File: src/rtl/mul_seq_ctrl_pkg.sv
// Shared types and constants for the shift-add multiplier sequencer.
// State encoding, default operand width and requester id width.
package mul_seq_ctrl_pkg;

    localparam int MUL_W = 4;
    localparam int ID_W  = 1;

    typedef enum logic [2:0] {
        ST_IDLE = 3'd0,
        ST_LOAD = 3'd1,
        ST_RUN  = 3'd2,
        ST_CAPT = 3'd3,
        ST_RESP = 3'd4
    } state_e;

    // Counter width able to hold 0..w-1, never narrower than one bit.
    function automatic int cnt_width(input int w);
        return (w > 1) ? $clog2(w) : 1;
    endfunction

endpackage

File: src/rtl/mul_seq_ctrl_rr_arb2.sv
// Two-input round-robin grant: prio picks the winner when both inputs are valid.
// Grants are only issued while advance is high; output is one-hot or zero.
module rr_arb2
    import mul_seq_ctrl_pkg::*;
(
    input  logic       valid0,
    input  logic       valid1,
    input  logic       prio,
    input  logic       advance,
    output logic [1:0] grant
);

    always_comb begin
        grant = 2'b00;
        if (advance) begin
            if (valid0 && valid1) begin
                grant = prio ? 2'b10 : 2'b01;
            end else if (valid0) begin
                grant = 2'b01;
            end else if (valid1) begin
                grant = 2'b10;
            end
        end
    end

endmodule

File: src/rtl/mul_seq_ctrl.sv
// Sequencer for a shared shift-add multiplier with two round-robin requesters.
// Optional MUL_EARLY_DONE_EN ends RUN as soon as the remaining multiplier bits are zero.
module mul_seq_ctrl
    import mul_seq_ctrl_pkg::*;
#(
    parameter int W = MUL_W
) (
    input  logic             clk,
    input  logic             rst,
    input  logic             req0_valid,
    input  logic [W-1:0]     req0_a,
    input  logic [W-1:0]     req0_b,
    output logic             req0_ready,
    input  logic             req1_valid,
    input  logic [W-1:0]     req1_a,
    input  logic [W-1:0]     req1_b,
    output logic             req1_ready,
    output logic             mul_ld,
    output logic [W-1:0]     mul_a,
    output logic [W-1:0]     mul_b,
    input  logic [W-1:0]     mul_rb,
    input  logic [2*W-1:0]   mul_ry,
    output logic             rsp_valid,
    output logic [ID_W-1:0]  rsp_id,
    output logic [2*W-1:0]   rsp_y,
    input  logic             rsp_ready,
    output logic             busy
);

    localparam int CNT_W = cnt_width(W);

    state_e              state_q, state_d;
    logic [CNT_W-1:0]    cnt_q, cnt_d;
    logic                prio_q, prio_d;
    logic [ID_W-1:0]     id_q, id_d;
    logic [W-1:0]        mul_a_q, mul_a_d;
    logic [W-1:0]        mul_b_q, mul_b_d;
    logic                mul_ld_q, mul_ld_d;
    logic [2*W-1:0]      rsp_y_q, rsp_y_d;
    logic [ID_W-1:0]     rsp_id_q, rsp_id_d;
    logic                rsp_valid_q, rsp_valid_d;
    logic                busy_q, busy_d;
    logic [1:0]          grant;
    logic                run_last;

    rr_arb2 u_arb (
        .valid0  (req0_valid),
        .valid1  (req1_valid),
        .prio    (prio_q),
        .advance (state_q == ST_IDLE),
        .grant   (grant)
    );

    assign req0_ready = grant[0];
    assign req1_ready = grant[1];

`ifdef MUL_EARLY_DONE_EN
    // No set bits left in the multiplier means no further adds can change ry.
    assign run_last = (cnt_q == CNT_W'(W - 1)) || (mul_rb == '0);
`else
    logic unused_rb;
    assign unused_rb = ^mul_rb;
    assign run_last  = (cnt_q == CNT_W'(W - 1));
`endif

    always_comb begin
        state_d   = state_q;
        cnt_d     = cnt_q;
        prio_d    = prio_q;
        id_d      = id_q;
        mul_a_d   = mul_a_q;
        mul_b_d   = mul_b_q;
        rsp_y_d   = rsp_y_q;
        rsp_id_d  = rsp_id_q;
        case (state_q)
            ST_IDLE: begin
                if (grant != 2'b00) begin
                    mul_a_d = grant[1] ? req1_a : req0_a;
                    mul_b_d = grant[1] ? req1_b : req0_b;
                    id_d    = ID_W'(grant[1]);
                    prio_d  = grant[0];
                    state_d = ST_LOAD;
                end
            end
            ST_LOAD: begin
                cnt_d   = '0;
                state_d = ST_RUN;
            end
            ST_RUN: begin
                cnt_d = cnt_q + 1'b1;
                if (run_last) begin
                    state_d = ST_CAPT;
                end
            end
            ST_CAPT: begin
                rsp_y_d  = mul_ry;
                rsp_id_d = id_q;
                state_d  = ST_RESP;
            end
            ST_RESP: begin
                if (rsp_ready) begin
                    state_d = ST_IDLE;
                end
            end
            default: state_d = ST_IDLE;
        endcase
        // Outputs are registered from the next state so they line up with it.
        mul_ld_d    = (state_d == ST_LOAD);
        rsp_valid_d = (state_d == ST_RESP);
        busy_d      = (state_d != ST_IDLE);
    end

    always_ff @(posedge clk) begin
        if (rst) begin
            state_q     <= ST_IDLE;
            cnt_q       <= '0;
            prio_q      <= 1'b0;
            id_q        <= '0;
            mul_a_q     <= '0;
            mul_b_q     <= '0;
            mul_ld_q    <= 1'b0;
            rsp_y_q     <= '0;
            rsp_id_q    <= '0;
            rsp_valid_q <= 1'b0;
            busy_q      <= 1'b0;
        end else begin
            state_q     <= state_d;
            cnt_q       <= cnt_d;
            prio_q      <= prio_d;
            id_q        <= id_d;
            mul_a_q     <= mul_a_d;
            mul_b_q     <= mul_b_d;
            mul_ld_q    <= mul_ld_d;
            rsp_y_q     <= rsp_y_d;
            rsp_id_q    <= rsp_id_d;
            rsp_valid_q <= rsp_valid_d;
            busy_q      <= busy_d;
        end
    end

    assign mul_ld    = mul_ld_q;
    assign mul_a     = mul_a_q;
    assign mul_b     = mul_b_q;
    assign rsp_y     = rsp_y_q;
    assign rsp_id    = rsp_id_q;
    assign rsp_valid = rsp_valid_q;
    assign busy      = busy_q;

endmodule

File: config.mk
export PLATFORM = sky130hd
export DESIGN_NAME = mul_seq_ctrl
export DESIGN_NICKNAME = d
export VERILOG_FILES = /design/src/rtl/mul_seq_ctrl_pkg.sv /design/src/rtl/mul_seq_ctrl_rr_arb2.sv /design/src/rtl/mul_seq_ctrl.sv
export SDC_FILE = /design/constraint.sdc
export NUM_CORES = 1
export LEC_CHECK = 0
export CAP_MARGIN = 20
export CORE_AREA = 2 2 66 68
export CTS_BUF_LIST = sky130_fd_sc_hd__clkbuf_8
export CTS_CLUSTER_DIAMETER = 30
export DETAILED_ROUTE_END_ITERATION = 8
export DIE_AREA = 0 0 68 70
export PLACE_DENSITY_LB_ADDON = 0.08
export SLEW_MARGIN = 15
export SYNTH_ARGS = -nofsm -noshare
export SYNTH_HDL_FRONTEND = slang
export SYNTH_HIERARCHICAL = 1
export SYNTH_SLANG_ARGS = --single-unit
export TNS_END_PERCENT = 50
File: constraint.sdc
create_clock -name clk -period 2 [get_ports clk]
set_input_delay 0.2 -clock clk [delete_from_list [all_inputs] [get_ports clk]]
set_output_delay 0.2 -clock clk [all_outputs]
set_load 0.01 [all_outputs]
After elaboration in Yosys (flattened, before gate mapping). Cells that the tools add are included.

Input port bits: 33. Flip-flop bits (word level): 27. Output and inout port bits: 22. Logic and storage cells: 37.

Add/sub/neg operators: 1. Equal/unequal tests: 7. Mux-type cells: 12. Reduce and logical (&&, ||, !) cells: 6.

Operator list (count): $pmux 3 s5 (1); $mux 2 (5); $mux 3 (3); $mux 4 (2); $eq 3x1->1 const B (2); $eq 3x2->1 const B (2); $eq 3x3->1 const B (2); $pmux 2 s2 (1); $reduce_bool 2->1 (2); $logic_not 3->1 (1); $reduce_bool 3->1 (1); $add 2x1->2 const B (1); $eq 2x2->1 const B (1); $reduce_and 2->1 (1); $logic_and 1x1->1 (1).

Logic depth before layout (Yosys ltp).
Depth in word-level cells: 8. Depth in mapped cells: 8.

Modules after synthesis. The synthesis kept the hierarchy.

Modules (own cells, without submodules): mul_seq_ctrl (instances 1, cells each 112, area each 1158.6 um^2); rr_arb2 (instances 1, cells each 5, area each 21.3 um^2).

Least setup slack after synthesis. OpenSTA, ideal clock, no wires.

Kind: flip-flop to flip-flop. From: register state_q[1]. To: register prio_q. Cell stages (with the launch flop): 9. Buffers on the path: 2. Arrival: 1.959 ns. Period minus slack after synthesis: 2.091 ns. Setup time: 0.132 ns. Setup slack: -0.091 ns. Path through: dfxtp_1 buf_6 nor3_4 nand2_1 a21oi_1 buf_4 or4b_4 nand2_1 a21oi_2.

Word-level cells in the longest chain between the ends: 4.

RTL lines: start: declaration (line mul_seq_ctrl.sv:32) `state_e state_q, state_d;`; start signal: assignment (line mul_seq_ctrl.sv:127) `state_q <= state_d;`; $logic_not 3->1 (line mul_seq_ctrl.sv:50) `.advance (state_q == ST_IDLE),`; $mux 2 (line mul_seq_ctrl_rr_arb2.sv:15) `if (advance) begin`; via req1_ready (line mul_seq_ctrl.sv:17) `output logic req1_ready,`; $reduce_bool 2->1 (line mul_seq_ctrl.sv:77) `if (grant != 2'b00) begin`; $reduce_and 2->1 (no source line); end signal: assignment (line mul_seq_ctrl.sv:129) `prio_q <= prio_d;`; end: declaration (line mul_seq_ctrl.sv:34) `logic prio_q, prio_d;`.

The timed path passes the listed nets, and every way through them passes these cells. A chain may end at the register's enable or synchronous reset.

Final worst setup path.
From: register state_q[2]. To: register mul_a_q[3] (netlist: mul_a[3]).

Word-level cells in the longest chain between the ends: 4. Elaborated cells on any way between the ends: 5.

RTL lines: $logic_not 3->1 (*) (line mul_seq_ctrl.sv:50, mul_seq_ctrl.sv:75); $mux 2 (line mul_seq_ctrl_rr_arb2.sv:15); $reduce_bool 2->1 (line mul_seq_ctrl.sv:77); $reduce_and 2->1 (no source line); end signal: assignment (line mul_seq_ctrl.sv:131) `mul_a_q <= mul_a_d;`; end: declaration (line mul_seq_ctrl.sv:36) `logic [W-1:0] mul_a_q, mul_a_d;`.

Every way passes the cells marked *; elsewhere a longest branch is shown, timed or not.

==> impl_metrics.toml <==
[outcome]
status = "finished, final reports clean"

[global_routing]
grt_usage_pct = 12.7
grt_overflow = 0
antenna_found_initial = 0
grt_pass1_vias = 1087
grt_pass1_wl_um = 4800
grt_max_degree = 17

[pwr]
ir_worst_vdd_v = 0.000622
switching_share_pct = 35.5
seq_power_share_pct = 34.2
internal-power_mw = 1.48
clock_power_share_pct = 13.6
combPwrFrac_pct = 52.3
powerDensity_nw_per_um2 = 1250
switching_power_uw = 816
p_leak_nw = 0.752

[worst_setup_path]
critPathSlowestCell = "and2_1"
crit_cells = 6
rr_worst_depth = 6
path_delay_family = "simple AND/OR/NAND/NOR gates"
crit_end = "mul_a[3]"
start_kind = "flop"
r2r-start = "state_q[2]"
critPathBufInv = 0
cp_slowest_stage_delay_ns = 0.36
rr_endpoint = "mul_a[3]"
r2r_slack_ns = 0.23
endpoint_kind = "flop"
cp.required_ns = 2.15
critPathKind = "flop to flop"
crit_start = "state_q[2]"
crit_fanout = 8
crit_chain = "nor3_4, nand2_1, a21oi_4, or2_1, and2_1, a211oi_1"
arrival_ns = 1.91

[placement]
placed_area_um2 = 1760
io_buffers = 50
place.gp.congestion = 0.698
place_ws_ns = 0.0768
dp_hpwl_um = 2090

[floorplan]
num_rows = 24
pin_count = 55
die_w_um = 68
coreArea_um2 = 4140
dieArea_um2 = 4760
initial_utilization_pct = 28.5
die_h_um = 70

[routing]
drt_first_iter_violations = 49
wl_um = 2780
viasPerCell = 4.68
routed-via-count = 1057
dr.pass1.iters = 4
ant_nets = 0
drc = 0
routedWlPerCell_um = 12.3

[final_layout]
final_common_cell = "clkdlybuf4s50_1"
finalNetCount = 209
final_util_pct = 44.2
syn2layout_area_growth_pct = 55.4
antenna_cells = 0
fillers = 415
drive_gt1_share_pct = 16.1
final_cell_mix = "48 x clkdlybuf4s50_1, 27 x dfxtp_1, 18 x mux2i_1, 13 x a21oi_1, 13 x buf_4"
design_area_um2 = 1830

[timing]
timing.setup.tns_ns = 0
final_max_slew_viol_count = 0
clock.fmax_mhz = 565
slew_headroom_pct = 58.8
whs_ns = 0.474
fin_crit_ns = 1.77
final.setup_skew_ns = 0.00394
fin_crit_sh_pct = 88.4
rsz0062_at_grt = "no"
setup_viol = 0
finalHoldViolations = 0
tightest_slew_ns = 0.615
setup_slack_ns = 0.232

[flow_run]
drv_cap = 0

[clock_tree]
cts-root-buf = "clkbuf_8"
cts_sinks = 27
cts_buffer_depth = 2
insertion_delay_ns = 0.27
numCtsBuffers = 3
clkTransAtPathRegs_ns = 0.10
holdBufCountCts = 0
cts_tree = "built"
htreeDepth = 1

[synthesis]
syn_inst = 117
syn_avg_cell_area_um2 = 10.1
ys_types = 28
yosys_warnings = 6
syn_nets = 151
synth_seq_cells = 27
syn_area_um2 = 1180
seq_area_frac_synth_pct = 45.8

[worst_hold_path]
hold_path_class = "flop to flop"
[power groups by stage]
stage | clock network [mW] | registers, mW | logic (mW)
floorplan | 0 | 0.833 | 0.673
global placement | 0 | 0.794 | 1.14
detailed placement | 0 | 0.796 | 1.15
CTS | 0.322 | 0.790 | 1.17
global route | 0.339 | 0.806 | 1.31
finish | 0.312 | 0.786 | 1.20
[final cells by class]
cell class                 instances  area (um^2)  share of cell area [%]
timing repair buffer              63          599                    32.7
multi-input combinational         79          578                    31.5
sequential                        27          541                    29.5
tap                               52         65.1                    3.55
clock buffer                       3         41.3                    2.25
clock inverter                     1         5.00                   0.273
inverter                           1         3.75                   0.205
[flip-flops by register name, summed over array words and instances, names as in the netlist]
| name | flops |
|---|---|
| rsp_y | 8 |
| prio_q | 1 |
| rsp_valid | 1 |
| rsp_id | 1 |
| mul_a | 4 |
| mul_b | 4 |
| cnt_q | 2 |
| id_q | 1 |
| state_q | 3 |
| mul_ld | 1 |
| busy | 1 |
[cell families after synthesis]
family | count (synthesis) | synth area share (%)
adder cells (fa/ha/maj) | 1 | 1.06
XOR/XNOR | 1 | 0.742
AO/OA/AOI/OAI | 30 | 15.9
AND/OR/NAND/NOR | 29 | 14.7
flip-flops | 27 | 45.8
buffers and inverters | 11 | 6.47
multiplexers | 18 | 15.3
[layer usage]
| layer | share of wire [%] | GRT usage [%] | wire length, um | vias up |
|---|---|---|---|---|
| met2 | 48 | 21.0 | 1350 | 27 |
| met5 | 0 | 0 | 0 | - |
| met4 | 0.47 | 3.33 | 13 | 0 |
| li1 | - | - | - | 532 |
| met1 | 47 | 16.0 | 1300 | 496 |
| met3 | 4.6 | 3.22 | 127 | 2 |
[repair_timing]
item | in CTS | in global routing
gates resized for setup | 3 | 1
endpoints found under the setup margin | 2 | 1
pin swaps | 1 | 1
buffers inserted | 0 | 2
[how the worst min path moves through the flow]
stage | start | endpoint | depth (start not counted)
after global routing | id_q | id_q | 2
after CTS | id_q | id_q | 2
after global placement | id_q | id_q | 2
after detailed placement | id_q | id_q | 2
after floorplan | mul_ry[0] | rsp_y[0] | 2
final | id_q | id_q | 2
[tightest hold or removal path: cells and delay by family, from the launching register on]
| family | cells | cell delay, ns |
|---|---|---|
| flops | 1 | 0.33 |
| simple gates | 1 | 0.06 |
| compound gates | 1 | 0.04 |
[stage by stage]
step                instances  power, mW
global placement          220       1.94
floorplan                 117       1.51
global route              226       2.46
CTS                       224       2.29
finish                    226       2.30
detailed placement        220       1.95
[cell usage after synthesis]
| library cell | count | share of area, % |
|---|---|---|
| or2_1 | 1 | 0.53 |
| a211oi_1 | 7 | 4.5 |
| nand2_2 | 1 | 0.53 |
| inv_1 | 1 | 0.32 |
| nand2_1 | 4 | 1.3 |
| buf_4 | 3 | 1.9 |
| a21o_2 | 1 | 0.74 |
| ha_1 | 1 | 1.1 |
| or4b_4 | 2 | 2.3 |
| nor2_1 | 11 | 3.5 |
| a211oi_2 | 1 | 1.1 |
| buf_6 | 3 | 2.9 |
| nor4_1 | 1 | 0.53 |
| nand3b_1 | 2 | 1.3 |
| xnor2_1 | 1 | 0.74 |
| a21oi_2 | 2 | 1.5 |
| a21oi_1 | 15 | 6.4 |
| nor3_4 | 1 | 1.4 |
| o21ai_0 | 3 | 1.3 |
| a31oi_1 | 1 | 0.53 |
| and4bb_2 | 1 | 1.1 |
| mux2i_1 | 18 | 15 |
| and2_1 | 2 | 1.1 |
| dfxtp_1 | 27 | 46 |
| buf_2 | 1 | 0.42 |
| buf_1 | 1 | 0.32 |
| clkbuf_1 | 2 | 0.64 |
| nor3_1 | 3 | 1.3 |
Note: power is estimated with default switching activity, not from simulation.
==> RTL edit, RTL diff (same flow settings) <==
Build with the macro `MUL_EARLY_DONE_EN` defined.
--- a/src/rtl/mul_seq_ctrl.sv
+++ b/src/rtl/mul_seq_ctrl.sv
@@ -2,2 +2,4 @@
 // Optional MUL_EARLY_DONE_EN ends RUN as soon as the remaining multiplier bits are zero.
+`define MUL_EARLY_DONE_EN
+
 module mul_seq_ctrl
Behaviour: not the same (a bounded check fails within 10 cycles, from zero or initial values and one cycle with rst high).
==> RTL edit against the original RTL <==
Design area rose by 0.14%; via count fell by 3.0%; total power rose by 1.0%; routed wire length fell by 2.7%; synthesized cell count rose by 2.6%; synthesized area fell by 1.9%; final cell count rose by 0.88%; non-clock buffer count fell by 1; sequential cell count did not move; register-to-register slack improved by 200 ps; core utilization rose by 0.060 points; setup slack got worse by 120 ps; critical endpoint is now req1_ready.
==> RTL edit: results (changes against the original RTL) <==
| Metric | Value |
|---|---|
| Register area share after synthesis | 0.4670 (was 0.4581) |
| Critical path arrival | 1690 ps (was 1910 ps) |
| Rel. slew slack | 0.5563 (was 0.5885) |
| Worst Skew | 5.715 ps (was 3.945 ps) |
| Status | finished, final reports clean (unchanged) |
| Non-clock buffer share | 0.3286 (was 0.3270) |
| Post-synth top cells | dfxtp_1 (27), a21oi_1 (18), mux2i_1 (17) (was dfxtp_1 (27), mux2i_1 (18), a21oi_1 (15)) |
| Reg2reg end | mul_b[2] (was mul_a[3]) |
| Metal3 WL | 199 µm (was 127 µm) |
| VDD IR-drop max | 0.0005087 V (was 0.0006219 V) |
| Inverter count | 2 (was 1) |
| Met2 wire length | 1.280 mm (was 1.347 mm) |
| Final HPWL DP | 2.043 mm (was 2.090 mm) |
| Signal buffers | 62 (was 63) |
| Crit path max fanout | 4 (was 8) |
| Top post-synthesis cells by area | dfxtp_1 (47%), mux2i_1 (15%), a21oi_1 (7.8%) (was dfxtp_1 (46%), mux2i_1 (15%), a21oi_1 (6.4%)) |
| Crit-path slowest cell | clkdlybuf4s50_1 (was and2_1) |
| Avg Vias per Cell | 4.496 (was 4.677) |
| Dpl ws | 159.8 ps (was 76.78 ps) |
| Area of the multi-input gates | 570.5 µm² (was 578.1 µm²) |
| Synthesized Nets | 154 (was 151) |
| Met1 Use GR | 0.1618 (was 0.1600) |
| Distinct cells, synth | 30 (was 28) |
| CTS resizes | 1 (was 3) |
| P_leak | 0.0007439 µW (was 0.0007524 µW) |
| Fraction of area in registers | 0.2945 (was 0.2949) |
| Met3 Use GR | 0.03543 (was 0.03221) |
| Largest net degree at the start of global routing | 28 (was 17) |
| Hold path endpoint | cnt_q[1] (was id_q) |
| Hold wc startpoint | cnt_q[1] (was id_q) |
| Combinational share of power | 0.516 (was 0.523) |
| # nets final | 211 (was 209) |
| First-pass GRT wire length | 4.629 mm (was 4.795 mm) |
| Comb_multi_in | 81 (was 79) |
| Initial drt markers | 21 (was 49) |
| GRT met2 Usage | 0.1920 (was 0.2104) |
| Gpl congestion | 0.7661 (was 0.6977) |
| Reg2Reg Setup Slack | 430 ps (was 230 ps) |
| Internal power component | 1490 µW (was 1484 µW) |
| Fillers | 405 (was 415) |
| Sequential power | 806 µW (was 786 µW) |
| Routed met1 length | 1.195 mm (was 1.296 mm) |
| Clk cell area share | 0.02658 (was 0.02526) |
==> RTL edit: cell count changes after synthesis, moves of 2 or more <==
cell      unedited run  this run
buf_4                3         1
clkbuf_1             2         4
or4b_4               2         0
buf_2                1         4
o21ai_0              3         1
nor3b_1              0         2
buf_6                3         1
nand2_1              4         7
a21oi_1             15        18
a21oi_2              2         0
a21bo_2              0         2
nor3_1               3         1
==> RTL edit: how the worst max path moves through the flow <==
stage,from,endpoint,slack [ps],cells after the start
2_1_floorplan,state_q[0],mul_b[0],40,9
3_3_place_gp,req1_valid,req1_ready,230,4
3_5_place_dp,req1_valid,req1_ready,160,4
4_1_cts,state_q[0],req1_ready,70,4
5_1_grt,state_q[0],req1_ready,5,4
6_report,state_q[0],req1_ready,110,4
==> RTL edit: cells by family (layout without fill, tap and decap cells) <==
kind of cell / count (synthesis) / count (layout) / synth area share
muxes: 17 / 17 / 0.1470
AOI/OAI and AO/OA: 33 / 33 / 0.1784
DFF: 27 / 27 / 0.4670
and+or+nand+nor: 29 / 29 / 0.1362
xor gates and xnor gates: 1 / 1 / 0.007569
adders and majority gates: 1 / 1 / 0.01081
buffers and inverters: 12 / 68 / 0.05297
==> RTL edit: stage by stage <==
step | total power, µW | instances | hold slack, ps | instance area, µm² | utilization
after floorplan | 1532 | 120 | 343.9 | 1161 | -
after global placement | 1998 | 224 | 464.2 | 1773 | 0.4278
after detailed placement | 2016 | 224 | 488.0 | 1773 | 0.4278
after CTS | 2353 | 228 | 505.4 | 1826 | 0.4405
after global routing | 2504 | 228 | 504.9 | 1836 | 0.4429
final | 2323 | 228 | 497.6 | 1836 | 0.4429
==> RTL edit: critical path, delay by kind of cell, from the launching register on <==
family	cells	cell delay, ps
AO/OA/AOI/OAI	1	160
buffers and inverters	1	560
flip-flops	1	340
AND/OR/NAND/NOR	2	350
